### src/rtl/multi_cycle_controller.sv
// Main control FSM for the multi-cycle RV32I core (fetch/decode/execute/memory/writeback).
// Optional feature: define MC_ILLEGAL_TRAP_EN to trap unknown opcodes in a sticky TRAP state.
module multi_cycle_controller (
    input  logic       clk,
    input  logic       rst,
    input  logic [6:0] op,
    input  logic [2:0] funct3,
    input  logic       funct7b5,
    input  logic       zero,
    input  logic       mem_ready,
    output logic       pc_write,
    output logic       adr_src,
    output logic       mem_write,
    output logic       ir_write,
    output logic [1:0] result_src,
    output logic [1:0] alu_src_a,
    output logic [1:0] alu_src_b,
    output logic [2:0] alu_control,
    output logic [1:0] imm_src,
    output logic       reg_write,
    output logic       illegal,
    output logic [3:0] state
);
    typedef enum logic [3:0] {
        S_FETCH    = 4'd0,
        S_DECODE   = 4'd1,
        S_MEMADR   = 4'd2,
        S_MEMREAD  = 4'd3,
        S_MEMWB    = 4'd4,
        S_MEMWRITE = 4'd5,
        S_EXECUTER = 4'd6,
        S_ALUWB    = 4'd7,
        S_EXECUTEI = 4'd8,
        S_JAL      = 4'd9,
        S_BEQ      = 4'd10,
        S_TRAP     = 4'd11
    } state_t;

    localparam logic [6:0] OP_LW   = 7'b0000011;
    localparam logic [6:0] OP_SW   = 7'b0100011;
    localparam logic [6:0] OP_R    = 7'b0110011;
    localparam logic [6:0] OP_I    = 7'b0010011;
    localparam logic [6:0] OP_BEQ  = 7'b1100011;
    localparam logic [6:0] OP_JAL  = 7'b1101111;

    localparam logic [2:0] ALU_ADD = 3'b000;
    localparam logic [2:0] ALU_SUB = 3'b001;
    localparam logic [2:0] ALU_AND = 3'b010;
    localparam logic [2:0] ALU_OR  = 3'b011;
    localparam logic [2:0] ALU_SLT = 3'b101;

    state_t state_q, state_d;
    logic   illegal_q, illegal_d;

    logic   pc_update_s, branch_s, funct_op_s;
    logic   ir_write_s, mem_write_s, reg_write_s;

    // Next-state selection and the sticky illegal-opcode flag
    always_comb begin
        state_d   = state_q;
        illegal_d = illegal_q;
        case (state_q)
            S_FETCH: begin
                if (mem_ready) state_d = S_DECODE;
                else           state_d = S_FETCH;
            end
            S_DECODE: begin
                case (op)
                    OP_LW, OP_SW: state_d = S_MEMADR;
                    OP_R:         state_d = S_EXECUTER;
                    OP_I:         state_d = S_EXECUTEI;
                    OP_BEQ:       state_d = S_BEQ;
                    OP_JAL:       state_d = S_JAL;
                    default: begin
`ifdef MC_ILLEGAL_TRAP_EN
                        state_d   = S_TRAP;
                        illegal_d = 1'b1;
`else
                        state_d   = S_FETCH;
`endif
                    end
                endcase
            end
            S_MEMADR: begin
                if (op == OP_LW)      state_d = S_MEMREAD;
                else if (op == OP_SW) state_d = S_MEMWRITE;
                else                  state_d = S_FETCH;
            end
            S_MEMREAD: begin
                if (mem_ready) state_d = S_MEMWB;
                else           state_d = S_MEMREAD;
            end
            S_MEMWRITE: begin
                if (mem_ready) state_d = S_FETCH;
                else           state_d = S_MEMWRITE;
            end
            S_EXECUTER, S_EXECUTEI, S_JAL: state_d = S_ALUWB;
            S_MEMWB, S_ALUWB, S_BEQ:       state_d = S_FETCH;
            S_TRAP:                        state_d = S_TRAP;
            default:                       state_d = S_FETCH;
        endcase
`ifndef MC_ILLEGAL_TRAP_EN
        illegal_d = 1'b0;
`endif
    end

    // State and illegal-flag registers
    always_ff @(posedge clk or posedge rst) begin
        if (rst) begin
            state_q   <= S_FETCH;
            illegal_q <= 1'b0;
        end else begin
            state_q   <= state_d;
            illegal_q <= illegal_d;
        end
    end

    // Per-state datapath controls; mem_ready and zero are the only Mealy inputs
    always_comb begin
        pc_update_s = 1'b0;
        branch_s    = 1'b0;
        funct_op_s  = 1'b0;
        ir_write_s  = 1'b0;
        mem_write_s = 1'b0;
        reg_write_s = 1'b0;
        adr_src     = 1'b0;
        result_src  = 2'b00;
        alu_src_a   = 2'b00;
        alu_src_b   = 2'b00;
        case (state_q)
            S_FETCH: begin
                alu_src_b   = 2'b10;
                result_src  = 2'b10;
                ir_write_s  = mem_ready;
                pc_update_s = mem_ready;
            end
            S_DECODE: begin
                alu_src_a = 2'b01;
                alu_src_b = 2'b01;
            end
            S_MEMADR: begin
                alu_src_a = 2'b10;
                alu_src_b = 2'b01;
            end
            S_MEMREAD:  adr_src = 1'b1;
            S_MEMWB: begin
                result_src  = 2'b01;
                reg_write_s = 1'b1;
            end
            S_MEMWRITE: begin
                adr_src     = 1'b1;
                mem_write_s = 1'b1;
            end
            S_EXECUTER: begin
                alu_src_a  = 2'b10;
                funct_op_s = 1'b1;
            end
            S_EXECUTEI: begin
                alu_src_a  = 2'b10;
                alu_src_b  = 2'b01;
                funct_op_s = 1'b1;
            end
            S_ALUWB:    reg_write_s = 1'b1;
            S_BEQ: begin
                alu_src_a = 2'b10;
                branch_s  = 1'b1;
            end
            S_JAL: begin
                alu_src_a   = 2'b01;
                alu_src_b   = 2'b10;
                pc_update_s = 1'b1;
            end
            default: pc_update_s = 1'b0;
        endcase
    end

    // ALU operation and immediate format decode
    always_comb begin
        alu_control = ALU_ADD;
        if (funct_op_s) begin
            case (funct3)
                3'b000:  alu_control = (op[5] & funct7b5) ? ALU_SUB : ALU_ADD;
                3'b010:  alu_control = ALU_SLT;
                3'b110:  alu_control = ALU_OR;
                3'b111:  alu_control = ALU_AND;
                default: alu_control = ALU_ADD;
            endcase
        end else if (branch_s) begin
            alu_control = ALU_SUB;
        end else begin
            alu_control = ALU_ADD;
        end
        case (op)
            OP_SW:   imm_src = 2'b01;
            OP_BEQ:  imm_src = 2'b10;
            OP_JAL:  imm_src = 2'b11;
            default: imm_src = 2'b00;
        endcase
    end

    // Write enables are dropped for as long as reset is held
    assign pc_write  = ~rst & (pc_update_s | (branch_s & zero));
    assign ir_write  = ~rst & ir_write_s;
    assign mem_write = ~rst & mem_write_s;
    assign reg_write = ~rst & reg_write_s;
    assign illegal   = illegal_q;
    assign state     = state_q;
endmodule

### config.mk
export PLATFORM = sky130hd
export DESIGN_NAME = multi_cycle_controller
export DESIGN_NICKNAME = d
export VERILOG_FILES = /design/src/rtl/multi_cycle_controller.sv
export SDC_FILE = /design/constraint.sdc
export NUM_CORES = 1
export LEC_CHECK = 0
export BUFFER_PORTS_ARGS = -buffer_cell sky130_fd_sc_hd__clkbuf_2
export CAP_MARGIN = 20
export CORE_MARGIN = 2
export CORE_UTILIZATION = 42
export DETAILED_ROUTE_END_ITERATION = 10
export PLACE_DENSITY = 0.78
export SLEW_MARGIN = 40
export SYNTH_ARGS = -nofsm -noshare
export SYNTH_HDL_FRONTEND = slang
export SYNTH_SLANG_ARGS = --single-unit
### constraint.sdc
create_clock -name clk -period 1.8 [get_ports clk]
set_input_delay 0.36 -clock clk [delete_from_list [all_inputs] [get_ports clk]]
set_output_delay 0.36 -clock clk [all_outputs]
set_load 0.1 [all_outputs]
==> results of run 1 <==
-- through the flow --
stage	area [um^2]	worst slack, ns	cells	hold slack (ns)
after floorplan	848	-1.20	84	0.135
after global placement	1340	0.0347	139	0.355
-- cell families after synthesis --
| kind of cell | Yosys count | synth area share (%) |
|---|---|---|
| other cells | 1 | 0.618 |
| buf+inv | 9 | 8.66 |
| simple gates | 47 | 46.4 |
| xor+xnor | 3 | 4.33 |
| mux | 2 | 3.51 |
| compound gates | 17 | 18.4 |
| flops | 4 | 16.5 |
| fa+ha+maj | 1 | 1.65 |
==> flow_summary.json, run 1 <==
{
  "netlist_top_cells_count": "nor2_1 (9), a21oi_1 (7), nand2b_1 (6), nor3_1 (6), nand2_1 (5)",
  "die_x_um": 42.0,
  "synth_cell_type_count": 38,
  "synth-seq-area-share_pct": 16.5,
  "synth_ff_type": "dfrtp_1",
  "synthCells": 84,
  "netlist_area_um2": 607,
  "placementRows": 13,
  "synth_top_cell_by_area": "dfrtp_1",
  "synth_seq_cells": 4,
  "port_buffers": 34,
  "yosysMostFrequentCell": "nor2_1",
  "die_h_um": 42.0,
  "error": "[ERROR DPL-0038] Utilization greater than 100%, impossible to legalize",
  "synthArstFlopShare_pct": 100,
  "yosys.area.top_type_share_pct": 16.5,
  "status": "aborted with a tool error",
  "gp_congestion": 0.922,
  "start_util_pct": 46.1,
  "synth_area_leaders": "dfrtp_1 (16%), nand2b_1 (6.2%), a21oi_1 (5.8%)",
  "ys_warn_count": 0,
  "syn_nets": 99,
  "synth_edf_count": 0,
  "io_pins": 36,
  "failed_stage": "detailed placement (3_5_place_dp)",
  "avgSynthCellArea_um2": 7.22
}
==> inputs of run 2 (changes only) <==
--- a/config.mk
+++ b/config.mk
@@ -7,10 +7,10 @@
 export LEC_CHECK = 0
 export BUFFER_PORTS_ARGS = -buffer_cell sky130_fd_sc_hd__clkbuf_2
 export CAP_MARGIN = 20
-export CORE_MARGIN = 2
-export CORE_UTILIZATION = 42
+export CORE_AREA = 2 2 63 65
 export DETAILED_ROUTE_END_ITERATION = 10
-export PLACE_DENSITY = 0.78
+export DIE_AREA = 0 0 65 67
+export PLACE_DENSITY_LB_ADDON = 0.15
 export SLEW_MARGIN = 40
 export SYNTH_ARGS = -nofsm -noshare
 export SYNTH_HDL_FRONTEND = slang
==> run 2 against run 1 <==
Effect of this change:
- the flow now finishes, with violations (setup timing)
- area after synthesis did not move
- synthesized cell count did not move
==> flow_summary.json, run 2 <==
{
  "synth_top_cell_by_area": "dfrtp_1",
  "leakagePower_uw": 0.000659,
  "cts_sinks": 4,
  "cp.arrival_ns": 1.61,
  "grt_use_total_pct": 11.4,
  "synth_edf_count": 0,
  "p_per_area_nw_per_um2": 486,
  "area_growth_pct": 168,
  "setup_ws_ns": -0.175,
  "viasPerCell": 4.37,
  "maxCapViolCount": 0,
  "core_um2": 3610,
  "dr.pass1.iters": 4,
  "critPathMaxFanout": 5,
  "hold_viol": 0,
  "min_period_ns": 1.97,
  "cts_buffer_depth": 2,
  "final_cell_mix": "buf_12 (19), buf_4 (19), clkbuf_2 (14)",
  "layout-drive-gt1-share_pct": 69.9,
  "finish.net_count": 160,
  "netlist_top_cells_count": "nor2_1 (9), a21oi_1 (7), nand2b_1 (6), nor3_1 (6), nand2_1 (5)",
  "path_clk_slew_ns": 0.03,
  "first_iter_violations": 8,
  "synthCells": 84,
  "violations": "setup timing",
  "n_fill_cell": 356,
  "cts_hold_buf": 0,
  "ant_nets": 0,
  "avgSynthCellArea_um2": 7.22,
  "netlist_area_um2": 607,
  "start_kind": "register",
  "worstSetupEndpointType": "primary output",
  "rsz0062_at_grt": "yes",
  "max_freq_mhz": 506,
  "cts_tree": "yes",
  "grt_pass1_vias": 798,
  "synth_ff_type": "dfrtp_1",
  "hold-worst-slack_ns": 0.252,
  "placementRows": 22,
  "worst_clock_skew_ns": 0.00281,
  "gp_congestion": 0.755,
  "wire_per_inst_um": 12.7,
  "synthArstFlopShare_pct": 100,
  "routed_wl_um": 2420,
  "antenna_found_initial": 0,
  "yosysMostFrequentCell": "nor2_1",
  "grt_pass1_wl_um": 3720,
  "worstHoldPathType": "primary input to async pin",
  "syn_nets": 99,
  "fin_crit_sh_pct": 110,
  "start_util_pct": 16.8,
  "max-vdd-ir-drop_uv": 205,
  "clkLatencyLatePin_ns": 0.22,
  "clock-root-buffer": "clkbuf_8",
  "cts.htree.levels": 1,
  "die_x_um": 65,
  "antenna_cells": 0,
  "cts_made_buffers": 3,
  "final_util_pct": 45.1,
  "die_h_um": 67,
  "status": "complete, but fails checks",
  "synth_cell_type_count": 38,
  "crit_type": "register to primary output",
  "largest_reg_flops": 4,
  "synth_area_leaders": "dfrtp_1 (16%), nand2b_1 (6.2%), a21oi_1 (5.8%)",
  "synth-seq-area-share_pct": 16.5,
  "dp_worst_setup_slack_ns": 0.00176,
  "drc_errors": 0,
  "ys_warn_count": 0,
  "port_buffers": 34,
  "dr_total_vias": 834,
  "fin_tns_setup_ns": -1.04,
  "setup_viol": 10,
  "yosys.area.top_type_share_pct": 16.5,
  "required_ns": 1.44,
  "grt_overflow_total": 0,
  "dp_hpwl_um": 1870,
  "synth_seq_cells": 4,
  "grt_max_degree": 11,
  "io_pins": 36,
  "drv_slew": 0,
  "die-area_um2": 4360
}
[run 2: cell counts after synthesis]
No cell type changed its count.
[run 2: worst max-delay path, stage by stage, from the launching register on]
cell     delay, ns
dfrtp_4       0.50
and2b_2       0.24
a21oi_2       0.03
mux2_4        0.26
nor3_4        0.16
buf_12        0.20
[run 2: layout make-up]
class                           count  area [um^2]  area share (%)
Clock buffer                        3         41.3            2.54
Inverter                            3         11.3           0.692
Multi-Input combinational cell     71          694            42.7
Sequential cell                     4          115            7.07
Tap cell                           48         60.1            3.69
Timing Repair Buffer               62          706            43.4
[run 2: timing repair]
| action | in CTS | in global routing |
|---|---|---|
| setup buffers | 4 | 8 |
| endpoints found under the setup margin | 12 | 13 |
| endpoints found under the hold margin | 0 | 0 |
| gates cloned | 0 | 0 |
| pin swaps | 7 | 4 |
| gates resized for setup | 6 | 15 |
[run 2: kinds of logic (layout without fill, tap and decap cells)]
kind of cell | Yosys count | count (layout) | synth area share, %
and+or+nand+nor | 47 | 47 | 46.4
AOI/OAI and AO/OA | 17 | 17 | 18.4
buffers and inverters | 9 | 68 | 8.66
DFF | 4 | 4 | 16.5
xor gates and xnor gates | 3 | 3 | 4.33
muxes | 2 | 2 | 3.51
adders and majority gates | 1 | 1 | 1.65
other | 1 | 1 | 0.618
[run 2: metal layers]
layer,global-route usage (%),part of all wire (%),wire [um],up-vias
li1,-,-,-,420
met1,12.2,40,962,382
met2,21.3,53,1280,28
met3,1.86,5.4,130,4
met4,6.38,1.9,45,0
met5,0,0,0,-
[run 2: final timing paths]
kind / startpoint / end / slack (ns) / depth (start not counted)
worst min register to register: state[1]$_DFF_PP0_ / state[2]$_DFF_PP0_ / 0.78 / 3
max in group asynchronous: rst / state[2]$_DFF_PP0_ / 1.43 / 3
min in group clk: op[2] / state[0]$_DFF_PP0_ / 0.49 / 3
worst max-delay path: state[1]$_DFF_PP0_ / pc_write / -0.17 / 5
worst min-delay path: rst / state[0]$_DFF_PP0_ / 0.25 / 3
worst max register to register: state[0]$_DFF_PP0_ / state[1]$_DFF_PP0_ / 0.23 / 5
[run 2: metrics by stage]
stage | instance area, um^2 | power [uW] | std cells
final | 1630 | 791 | 191
after global routing | 1630 | 823 | 191
after CTS | 1510 | 788 | 183
after detailed placement | 1410 | 589 | 176
after global placement | 1410 | 588 | 176
after floorplan | 848 | 424 | 84
[run 2: power breakdown]
part	switching, uW	total, uW	internal (uW)
sequential	7.36	105	97.4
clock	46.4	189	142
combinational	312	497	185
Power figures use the tool's default switching activity.
==> inputs of run 3 (changes only) <==
--- a/config.mk
+++ b/config.mk
@@ -5,6 +5,7 @@
 export SDC_FILE = /design/constraint.sdc
 export NUM_CORES = 1
 export LEC_CHECK = 0
+export ABC_AREA = 1
 export BUFFER_PORTS_ARGS = -buffer_cell sky130_fd_sc_hd__clkbuf_2
 export CAP_MARGIN = 20
 export CORE_AREA = 2 2 63 65
==> run 3 against run 2 <==
Effect of this change:
- the flow still finishes with violations (setup timing)
- global-route usage fell by 0.93 points
- clock power rose by 2%
- clock-buffer cell count did not move
- routed wire length fell by 13%
- synthesized cell count rose by 18%
- fmax rose by 5.0%
- first-iteration DRC count rose to 3.5 times the previous value
- worst hold slack got worse by 0.090 ns
- register-to-register slack improved by 0.11 ns
- clock skew barely moved
- critical path depth did not move
- power rose by 1.2%
- critical path type unchanged
- critical endpoint is now alu_control[2]
- largest cell class is now multi-input combinational cells
- highest routed layer unchanged
==> flow_summary.json, run 3 <==
{
  "dp_worst_setup_slack_ns": 0.0232,
  "stdcell_count": 195,
  "violations": "setup timing",
  "routed_wl_um": 2110,
  "max-vdd-ir-drop_uv": 354,
  "grt_overflow_total": 0,
  "antenna_cells": 0,
  "worstHoldPathType": "primary input to async pin",
  "status": "complete, but fails checks",
  "multiInputGateArea_um2": 579,
  "synth_area_leaders": "nand2_1 (20%), dfrtp_1 (19%), nor2_1 (12%)",
  "synth_ff_type": "dfrtp_1",
  "die_h_um": 67,
  "worstSetupEndpointType": "primary output",
  "ys_warn_count": 0,
  "fin_area_um2": 1380,
  "placementRows": 22,
  "dp_hpwl_um": 1690,
  "die_x_um": 65,
  "core_um2": 3610,
  "ant_nets": 0,
  "worstPathCellList": "nor2_4, nand2_2, and2_4, nor4_4, buf_12",
  "worst_clock_skew_ns": 0.00322,
  "maxCapViolCount": 0,
  "final_util_pct": 38.3,
  "seqCellArea_um2": 115,
  "largest_reg_flops": 4,
  "yosysMostFrequentCell": "nand2_1",
  "wire_per_inst_um": 10.8,
  "clkLatencyLatePin_ns": 0.22,
  "dr.pass1.iters": 4,
  "cts_made_buffers": 3,
  "avgSynthCellArea_um2": 5.41,
  "slew_headroom_pct": 63.4,
  "grt_use_total_pct": 10.5,
  "cpPeakStageDelay_ns": 0.52,
  "grt_pass1_wl_um": 3490,
  "dr_total_vias": 808,
  "synth_edf_count": 0,
  "required_ns": 1.44,
  "path_clk_slew_ns": 0.03,
  "cts.htree.levels": 1,
  "cts_tree": "yes",
  "synth_top_cell_by_area": "nand2_1",
  "antenna_found_initial": 0,
  "place_area_um2": 1200,
  "max_freq_mhz": 532,
  "critPathMaxFanout": 5,
  "synth_cell_type_count": 19,
  "viasPerCell": 4.14,
  "setup_ws_ns": -0.0812,
  "setup_viol": 8,
  "netlist_area_um2": 536,
  "cts_hold_buf": 0,
  "start_util_pct": 14.9,
  "hold-worst-slack_ns": 0.162,
  "synth-seq-area-share_pct": 18.7,
  "drv_slew": 0,
  "n_fill_cell": 373,
  "gp_congestion": 0.805,
  "slowest_stage": "dfrtp_4",
  "min_period_ns": 1.88,
  "final_cell_mix": "nand2_1 (18), clkbuf_2 (18), buf_12 (16)",
  "rsz0062_at_grt": "yes",
  "clock-root-buffer": "clkbuf_8",
  "area_growth_pct": 158,
  "worstMarginPinSlew_ns": 0.551,
  "die-area_um2": 4360,
  "grt_max_degree": 7,
  "cp.arrival_ns": 1.52,
  "syn_nets": 114,
  "yosys.area.top_type_share_pct": 20.3,
  "leakagePower_uw": 0.000665,
  "drc_errors": 0,
  "p_per_area_nw_per_um2": 579,
  "grt_pass1_vias": 789,
  "finish.net_count": 164,
  "cts_buffer_depth": 2,
  "layout-drive-gt1-share_pct": 62.6,
  "first_iter_violations": 28,
  "start_kind": "register",
  "crit_type": "register to primary output",
  "fin_crit_sh_pct": 105,
  "dp.cells": 188,
  "synth_seq_cells": 4,
  "synthArstFlopShare_pct": 100,
  "port_buffers": 34,
  "io_pins": 36,
  "netlist_top_cells_count": "nand2_1 (29), nor2_1 (17), inv_1 (16)",
  "synthCells": 99,
  "cts_sinks": 4,
  "hold_viol": 0
}
-- run 3: cell count changes after synthesis, moves of 4 or more --
cell / previous run / this run
o21ai_0: 1 / 5
nor2_2: 1 / 5
inv_1: 3 / 16
a21oi_1: 7 / 1
nand2_1: 5 / 29
nand2b_1: 6 / 0
nor2_1: 9 / 17
-- run 3: power breakdown --
group	internal (uW)	switching [uW]	total [uW]
combinational	164	331	495
sequential	98.4	13.3	112
clock	143	49.9	193
total	406	394	800
-- run 3: worst paths after layout --
check	start	endpoint	slack (ns)	depth (start not counted)
max	state[0]$_DFF_PP0_	alu_control[2]	-0.08	5
min	rst	state[1]$_DFF_PP0_	0.16	2
max reg2reg	state[3]$_DFF_PP0_	state[1]$_DFF_PP0_	0.34	8
min reg2reg	state[1]$_DFF_PP0_	state[3]$_DFF_PP0_	0.84	4
max in group asynchronous	rst	state[3]$_DFF_PP0_	1.46	2
min in group clk	op[4]	state[1]$_DFF_PP0_	0.51	4
-- run 3: critical path: cells and delay by family, from the launching register on --
family	cells	cell delay [ns]
AND/OR/NAND/NOR	4	0.56
buffers and inverters	1	0.21
flip-flops	1	0.52
-- run 3: cell families (layout without fill, tap and decap cells) --
group | count (synthesis) | count (layout) | share of synthesized area (%)
simple gates | 66 | 66 | 56.5
buf+inv | 18 | 66 | 13.3
compound gates | 10 | 10 | 10.7
flops | 4 | 4 | 18.7
other cells | 1 | 1 | 0.700
-- run 3: stage by stage --
step / power (uW) / TNS [ns]
after CTS: 786 / -0.503
after detailed placement: 570 / 0
after global placement: 571 / -0.0136
final: 800 / -0.436
after global routing: 830 / -0.949
after floorplan: 410 / -3.88
-- run 3: layout make-up --
class                   instances  area share, %
inverters                      17           4.99
multi-input cells              77           42.0
flip-flops and latches          4           8.34
repair buffers                 46           37.4
well taps                      48           4.35
clock buffers                   3           2.99
-- run 3: layer usage --
layer / global-route usage, % / part of all wire (%) / vias up / wire length (um)
met2: 18.3 / 51 / 30 / 1070
li1: - / - / 413 / -
met5: 0 / 0 / - / 0
met3: 2.53 / 7.4 / 2 / 156
met4: 3.99 / 1.3 / 0 / 27
met1: 12.4 / 40 / 363 / 850
-- run 3: what timing repair did --
item / 4_1_cts / 5_1_grt
endpoints found under the setup margin: 11 / 15
resized for setup: 14 / 16
setup buffers: 4 / 0
pin swaps: 7 / 7
